==> src/rtl/irrigation_valve_controller_if.sv <==
// irrigation_valve_controller_if: request/tick inputs and valve/status outputs of the valve controller
interface irrigation_valve_controller_if;
    logic       tick_1s;
    logic [1:0] type_of_irrigation_state;
    logic       water_low;
    logic       valve_asp;
    logic       valve_drip;
    logic       alarm;
    logic [5:0] secs_left;
    logic [2:0] state;
    modport master (
        output tick_1s, type_of_irrigation_state, water_low,
        input  valve_asp, valve_drip, alarm, secs_left, state
    );
    modport slave (
        input  tick_1s, type_of_irrigation_state, water_low,
        output valve_asp, valve_drip, alarm, secs_left, state
    );
endinterface

==> src/rtl/irrigation_valve_controller.sv <==
// irrigation_valve_controller: drives aspersion/drip valves from the upstream request; WATER_LEVEL_CHECK_EN adds a low-water fault state
module irrigation_valve_controller #(
    parameter int unsigned ASP_SECONDS = 22
) (
    input logic                          clk,
    input logic                          rst_n,
    irrigation_valve_controller_if.slave bus
);
    typedef enum logic [2:0] {
        IDLE     = 3'b000,
        ASP      = 3'b001,
        DRIP     = 3'b010,
        MIX_ASP  = 3'b011,
        MIX_DRIP = 3'b100,
        FAULT    = 3'b101
    } state_t;
    localparam logic [5:0] ASP_LOAD = 6'(ASP_SECONDS);
    state_t     cur, nxt;
    logic [5:0] cnt, nxt_cnt;
    logic [1:0] req;
    assign req = bus.type_of_irrigation_state;
    // next state and counter; the counter is only nonzero while in MIX_ASP so it doubles as secs_left
    always_comb begin
        nxt     = cur;
        nxt_cnt = 6'd0;
        case (cur)
            IDLE: begin
                nxt     = req == 2'b01 ? ASP : req == 2'b10 ? DRIP : req == 2'b11 ? MIX_ASP : IDLE;
                nxt_cnt = req == 2'b11 ? ASP_LOAD : 6'd0;
            end
            ASP:      nxt = req == 2'b01 ? ASP : IDLE;
            DRIP:     nxt = req == 2'b10 ? DRIP : IDLE;
            MIX_ASP: begin
                if (req != 2'b11)
                    nxt = IDLE;
                else if (!bus.tick_1s)
                    nxt_cnt = cnt;
                else if (cnt == 6'd1)
                    nxt = MIX_DRIP;
                else
                    nxt_cnt = cnt - 6'd1;
            end
            MIX_DRIP: nxt = req == 2'b11 ? MIX_DRIP : IDLE;
`ifdef WATER_LEVEL_CHECK_EN
            FAULT:    nxt = (!bus.water_low && req == 2'b00) ? IDLE : FAULT;
`endif
            default:  nxt = IDLE;
        endcase
`ifdef WATER_LEVEL_CHECK_EN
        if (bus.water_low && cur != FAULT) begin
            nxt     = FAULT;
            nxt_cnt = 6'd0;
        end
`endif
    end
`ifndef WATER_LEVEL_CHECK_EN
    logic unused_water_low;
    assign unused_water_low = bus.water_low;
`endif
    // state, counter and outputs registered from the next state so valves move one clk after the cause
    always_ff @(posedge clk or negedge rst_n) begin
        if (!rst_n) begin
            cur            <= IDLE;
            cnt            <= 6'd0;
            bus.valve_asp  <= 1'b0;
            bus.valve_drip <= 1'b0;
            bus.alarm      <= 1'b0;
        end else begin
            cur            <= nxt;
            cnt            <= nxt_cnt;
            bus.valve_asp  <= nxt == ASP || nxt == MIX_ASP;
            bus.valve_drip <= nxt == DRIP || nxt == MIX_DRIP;
`ifdef WATER_LEVEL_CHECK_EN
            bus.alarm      <= nxt == FAULT;
`else
            bus.alarm      <= 1'b0;
`endif
        end
    end
    assign bus.secs_left = cnt;
    assign bus.state     = cur;
endmodule

==> src/flat_wrapper.sv <==
// flat-port wrapper written by rule: the top's interface ports become plain ports
module irrigation_valve_controller_flat 
#(
    parameter int unsigned ASP_SECONDS = 22
)
  (clk, rst_n, bus_tick_1s, bus_type_of_irrigation_state, bus_water_low, bus_valve_asp, bus_valve_drip, bus_alarm, bus_secs_left, bus_state);
  irrigation_valve_controller_if bus_i ();
  input logic clk;
  input logic rst_n;
  input wire logic [$bits(bus_i.tick_1s)-1:0] bus_tick_1s;
  input wire logic [$bits(bus_i.type_of_irrigation_state)-1:0] bus_type_of_irrigation_state;
  input wire logic [$bits(bus_i.water_low)-1:0] bus_water_low;
  output wire logic [$bits(bus_i.valve_asp)-1:0] bus_valve_asp;
  output wire logic [$bits(bus_i.valve_drip)-1:0] bus_valve_drip;
  output wire logic [$bits(bus_i.alarm)-1:0] bus_alarm;
  output wire logic [$bits(bus_i.secs_left)-1:0] bus_secs_left;
  output wire logic [$bits(bus_i.state)-1:0] bus_state;
  assign bus_i.tick_1s = bus_tick_1s;
  assign bus_i.type_of_irrigation_state = bus_type_of_irrigation_state;
  assign bus_i.water_low = bus_water_low;
  assign bus_valve_asp = bus_i.valve_asp;
  assign bus_valve_drip = bus_i.valve_drip;
  assign bus_alarm = bus_i.alarm;
  assign bus_secs_left = bus_i.secs_left;
  assign bus_state = bus_i.state;
  irrigation_valve_controller #(.ASP_SECONDS(ASP_SECONDS)) u_core (.clk(clk), .rst_n(rst_n), .bus(bus_i));
endmodule
==> config.mk <==
export PLATFORM = sky130hd
export DESIGN_NAME = irrigation_valve_controller_flat
export DESIGN_NICKNAME = d
export VERILOG_FILES = /design/src/rtl/irrigation_valve_controller_if.sv /design/src/rtl/irrigation_valve_controller.sv /design/src/flat_wrapper.sv
export SDC_FILE = /design/constraint.sdc
export NUM_CORES = 1
export LEC_CHECK = 0
export ABC_AREA = 1
export BUFFER_PORTS_ARGS = -buffer_cell sky130_fd_sc_hd__buf_4
export CORE_MARGIN = 2
export CORE_UTILIZATION = 45
export CTS_CLUSTER_DIAMETER = 40
export DETAILED_ROUTE_END_ITERATION = 10
export PLACE_DENSITY = 0.69
export SLEW_MARGIN = 40
export SYNTH_ARGS = -nofsm -noshare
export SYNTH_HDL_FRONTEND = slang
export SYNTH_SLANG_ARGS = --single-unit
export TNS_END_PERCENT = 50
==> constraint.sdc <==
create_clock -name clk -period 1.2 [get_ports clk]
set_input_delay 0 -clock clk [delete_from_list [all_inputs] [get_ports clk]]
set_output_delay 0 -clock clk [all_outputs]
set_load 0.01 [all_outputs]
### Word level (Yosys, flattened, before mapping)

Cells that the tools add are included.

| word-level totals | value |
|---|---|
| bits in registers | 11 |
| logic and storage cells | 37 |

| cells by class | value |
|---|---|
| add/sub/neg operators | 1 |
| equality and inequality tests | 14 |
| multiplexer cells | 15 |
| reductions and logical operators | 3 |

Operator list:

| kind | count |
|---|---|
| $mux 3 | 6 |
| $mux 6 | 3 |
| $pmux 3 s5 | 1 |
| $eq 3x2->1 const B | 4 |
| $pmux 6 s2 | 1 |
| $eq 3x1->1 const B | 2 |
| $eq 3x3->1 const B | 2 |
| $eq 6x1->1 const B | 1 |
| $sub 6x1->6 const B | 1 |
| $mux 5 | 1 |
| $eq 2x2->1 const B | 2 |
| $mux 2 | 2 |
| $logic_not 3->1 | 1 |
| $ne 3x2->1 const B | 1 |
| $eq 2x1->1 const B | 1 |
| $logic_or 1x1->1 | 2 |
| $ne 2x2->1 const B | 1 |
| $mux 1 | 1 |

### Logic depth before layout (Yosys ltp)

| depth | value |
|---|---|
| depth after elaboration | 7 |
| depth in mapped cells | 8 |

### Worst setup path after synthesis

Ideal clock, no wire load.

| timing path | value |
|---|---|
| kind | register -> register |
| from | register u_core.cnt[0], in the netlist u_core.bus.secs_left[0] |
| to | register u_core.cnt[2], in the netlist u_core.bus.secs_left[2] |
| setup time | 0.117 ns |
| data arrival time | 1.126 ns |
| slack | -0.043 ns |
| cell stages (with the launch flop) | 8 |
| clock period less this slack | 1.243 ns |
| cell sequence | dfrtp_1 inv_1 ha_1 xor2_1 nand3_1 nand2_1 nand2_1 nand2_1 |

| on the way | value |
|---|---|
| cells in the longest elaborated chain, start to end | 5 |
| elaborated cells between the ends (all ways) | 6 |

Ends and longest elaborated chain:

| element | RTL line | text |
|---|---|---|
| from (decl) | irrigation_valve_controller.sv:19 | `logic [5:0] cnt, nxt_cnt;` |
| from (signal assigned) | irrigation_valve_controller.sv:70 | `cnt <= nxt_cnt;` |
| $sub 6x1->6 / $eq 6x1->1 (equally long branches) | irrigation_valve_controller.sv:41, irrigation_valve_controller.sv:38 |  |
| $mux 6 * | irrigation_valve_controller.sv:38 | `else if (cnt == 6'd1)` |
| $mux 6 * | irrigation_valve_controller.sv:36 | `else if (!bus.tick_1s)` |
| $mux 6 * | irrigation_valve_controller.sv:34 | `if (req != 2'b11)` |
| $pmux 6 s2 * | irrigation_valve_controller.sv:26 | `case (cur)` |

Every way passes the cells marked *; elsewhere a longest branch is shown, timed or not. The select of a mux whose other input is x is not followed.
A chain may end at the register's enable or synchronous reset.

### Final worst setup path

| timing path | value |
|---|---|
| from | register u_core.cnt[1], in the netlist u_core.bus.secs_left[1] |
| to | register u_core.bus.valve_drip |

| on the way | value |
|---|---|
| cells in the longest elaborated chain, start to end | 7 |
| elaborated cells between the ends (all ways) | 8 |

Ends and longest elaborated chain:

| element | RTL line | text |
|---|---|---|
| $eq 6x1->1 * | irrigation_valve_controller.sv:38 |  |
| $mux 3 * | irrigation_valve_controller.sv:38 |  |
| $mux 3 * | irrigation_valve_controller.sv:36 |  |
| $mux 3 * | irrigation_valve_controller.sv:34 |  |
| $pmux 3 s5 * | irrigation_valve_controller.sv:26 |  |
| $eq 3x2->1 / $eq 3x3->1 (equally long branches) | irrigation_valve_controller.sv:72 | `bus.valve_drip <= nxt == DRIP \|\| nxt == MIX_DRIP;` |
| $logic_or 1x1->1 * | irrigation_valve_controller.sv:72 |  |
| to (signal assigned) | irrigation_valve_controller.sv:66 | `bus.valve_drip <= 1'b0;` |
| to (signal assigned) | irrigation_valve_controller.sv:72 |  |
| to (decl) | irrigation_valve_controller_if.sv:17 | `output valve_asp, valve_drip, alarm, secs_left, state` |

Every way passes the cells marked *; elsewhere a longest branch is shown, timed or not.

==> flow_summary.toml <==
[run_status]
outcome = "complete, but fails checks"
violations = "negative setup slack"

[drt]
avgViaCountPerCell = 5.00
drc = 0
detail-route-antenna-nets = 0
vias = 715
firstDrtPassIters = 4
routed_wl_mm = 1.79
drt-wirelength-per-cell_um = 12.5
first_iter_violations = 23

[sta]
fin_crit_sh_pct = 102
fin_crit_ps = 1230
setup_viol = 3
fin_skew_ps = 7.96
report.final.slew_viol_count = 0
finalHoldViolCount = 0
fmax_ghz = 0.813
rsz0062_at_grt = "true"
fin_ws_ps = -29.6

[place]
dp.final_hpwl_mm = 1.28
post_dp_cell_area_um2 = 887
gp_congestion = 0.821
port-buffer-count = 15
dp_cells = 135

[yosys]
synth.top_cell.area_share_pct = 39.1
syn_area_um2 = 703
synthTopCellsByArea = "dfrtp_1 39%, nand2_1 14%, nor2_1 8.0%"
ys_seq_area_share_pct = 39.1
synthArstFlopShare_pct = 100
yosys_warnings = 0
synth_seq_cells = 11
syn_nets = 106
yosysTopAreaCell = "dfrtp_1"
ys.flop_type = "dfrtp_1"
synth_edf_count = 0
synthCells = 98
synth_cell_type_count = 21
syn_area_per_cell_um2 = 7.18

[floorplanning]
die_area_um2 = 1890
die_x_um = 43.5
std_cell_rows = 14
pin_count = 18
core_area_um2 = 1490
chipHeight_um = 43.5
start_util_pct = 47.2

[power]
power_frac_comb_pct = 37.5
seq_power_share_pct = 39.7
p_clk_share_pct = 22.8
swShare_pct = 35.6
p_total_mw = 1.14
internal-power_mw = 0.732
powerDensity_nw_per_um2 = 1130
p_switching_mw = 0.405
p_leak_nw = 0.555
ir_drop_v = 0.000721

[grt]
globalRouteOverflowTotal = 0
grt_pass1_vias = 681
grt_max_degree = 12
antenna_found_initial = 0
track_usage_pct = 19.5
grt_pass1_wl_mm = 2.75

[clocking]
clock_latency_ps = 270
htreeDepth = 1
cts_root_buf = "clkbuf_4"
cts_inserted_buffers = 3
path_clk_slew_ps = 80
cts_buffer_depth = 2
cts_tree = "done"
cts.sinks = 11

[worst_setup_path]
critPathMaxFanout = 3
crit_type = "flop to flop"
start_kind = "flop"
cp.required_ps = 1410
critPathLaunch = "u_core.bus.secs_left[1]"
critical_path.endpoint_type = "flop"
cp.arrival_ps = 1440
crit-reg2reg-launch = "u_core.bus.secs_left[1]"

[cells_and_area]
antennaDiodeCount = 0
final_cell_count_no_fill = 143
layout.nets = 136
drive_above_1_share_pct = 41.7
area_growth_pct = 43.4
stdcell_area_um2 = 1010

[run]
maxCapViolCount = 0

[hold_path]
hold_path.class = "input port to flop"
hp-start = "bus_type_of_irrigation_state[0]"
synth_stat cells (2+ instances only):
master and number:
a21oi_2 2, nand4_1 4, inv_1 13, dfrtp_1 11, inv_2 2, a21oi_1 2, o21ai_2 2, nand2_1 26
nand3_1 7, ha_1 2, nor2_1 15, nand2_2 3
path summary, 6_finish.rpt:
path / end / slack [ps] / cells after the start
max in group asynchronous: u_core.bus.state[2] / 920 / 2
setup reg to reg: u_core.bus.valve_drip / -30 / 8
min in group asynchronous: u_core.bus.secs_left[2] / 100 / 2
hold / removal: u_core.bus.valve_asp / 5 / 3
hold reg to reg: u_core.bus.secs_left[1] / 610 / 2
setup / recovery: u_core.bus.valve_drip / -30 / 8
power groups by stage:
stage	clock [mW]	sequential, mW	combinational, mW
2_1_floorplan	0	0.477	0.188
3_3_place_gp	0	0.452	0.363
6_report	0.260	0.451	0.426
3_5_place_dp	0	0.451	0.372
4_1_cts	0.262	0.445	0.383
5_1_grt	0.273	0.457	0.469
sequential cells by signal, summed over array words and instances (netlist names):
signal / count
u_core.bus.valve_drip: 1
u_core.bus.secs_left: 6
u_core.bus.state: 3
u_core.bus.valve_asp: 1
cell type report:
class                   instances  area [µm²]
clock buffers                   4        26.3
inverters                      15        58.8
well taps                      16        20.0
multi-input cells              71         427
fillers                       133         480
flip-flops and latches         11         279
repair buffers                 26         198
kinds of logic after synthesis:
kind of cell / share of synthesized area, %
flip-flops: 39.1
adder cells (fa/ha/maj): 3.56
XOR/XNOR: 1.25
buffers and inverters: 9.08
other: 0.533
AND/OR/NAND/NOR: 38.8
AO/OA/AOI/OAI: 7.65
layout by cell type, fill, tap and decap left out:
master | synthesis | final
o2111ai_1 | 1 | 1
nor2_1 | 15 | 12
dfrtp_1 | 11 | 8
nor2_2 | 1 | 2
dfrtp_2 | 0 | 3
dlygate4sd3_1 | 0 | 1
nor2_4 | 1 | 3
nor3_1 | 1 | 1
nand3_1 | 7 | 6
nand2_2 | 3 | 3
inv_1 | 13 | 10
xor2_2 | 0 | 1
clkbuf_1 | 0 | 1
o21ai_2 | 2 | 1
conb_1 | 1 | 1
o21ai_4 | 0 | 1
buf_4 | 1 | 25
clkbuf_4 | 0 | 3
nand3b_1 | 1 | 1
a21oi_2 | 2 | 2
inv_4 | 0 | 1
ha_4 | 0 | 2
inv_2 | 2 | 4
nand4_1 | 4 | 4
a21oi_1 | 2 | 2
nand3_2 | 1 | 2
nand2_1 | 26 | 26
critical path, cell delays in order, from the launching register on:
cell	delay [ps]
dfrtp_1	390
inv_2	120
ha_4	150
nand2_1	80
nor2_2	140
nand3_1	90
nand2_1	80
nand2_1	70
nand2_1	60
through the flow:
stage          worst slack, ps  util [%]  setup TNS, ps  hold WS (ps)
2_1_floorplan             19.8         -              0          -296
3_3_place_gp              4.86      59.6              0          -154
3_5_place_dp             -27.0      59.6          -34.1          -154
4_1_cts                  0.984      63.5              0         0.942
5_1_grt                  -92.7      67.7           -511          21.7
6_report                 -29.6      67.7          -57.2          4.56
per-layer routing:
metal  track usage (%)  vias to the layer above  wire (µm)
met5                 0                        -          0
met4              7.27                        0         19
met3              2.50                        4         83
met2              34.3                       20        906
met1              24.3                      326        779
li1                  -                      365          -
what timing repair did:
item                       in CTS  in global routing
pin swaps                       1                  0
hold buffers                    1                  0
buffers inserted                1                  2
hold endpoints to repair       11                  0
gates cloned                    0                  0
setup endpoints to repair       7                 11
gates resized for setup         4                 11
No activity file was read; power rests on OpenSTA's default activity.
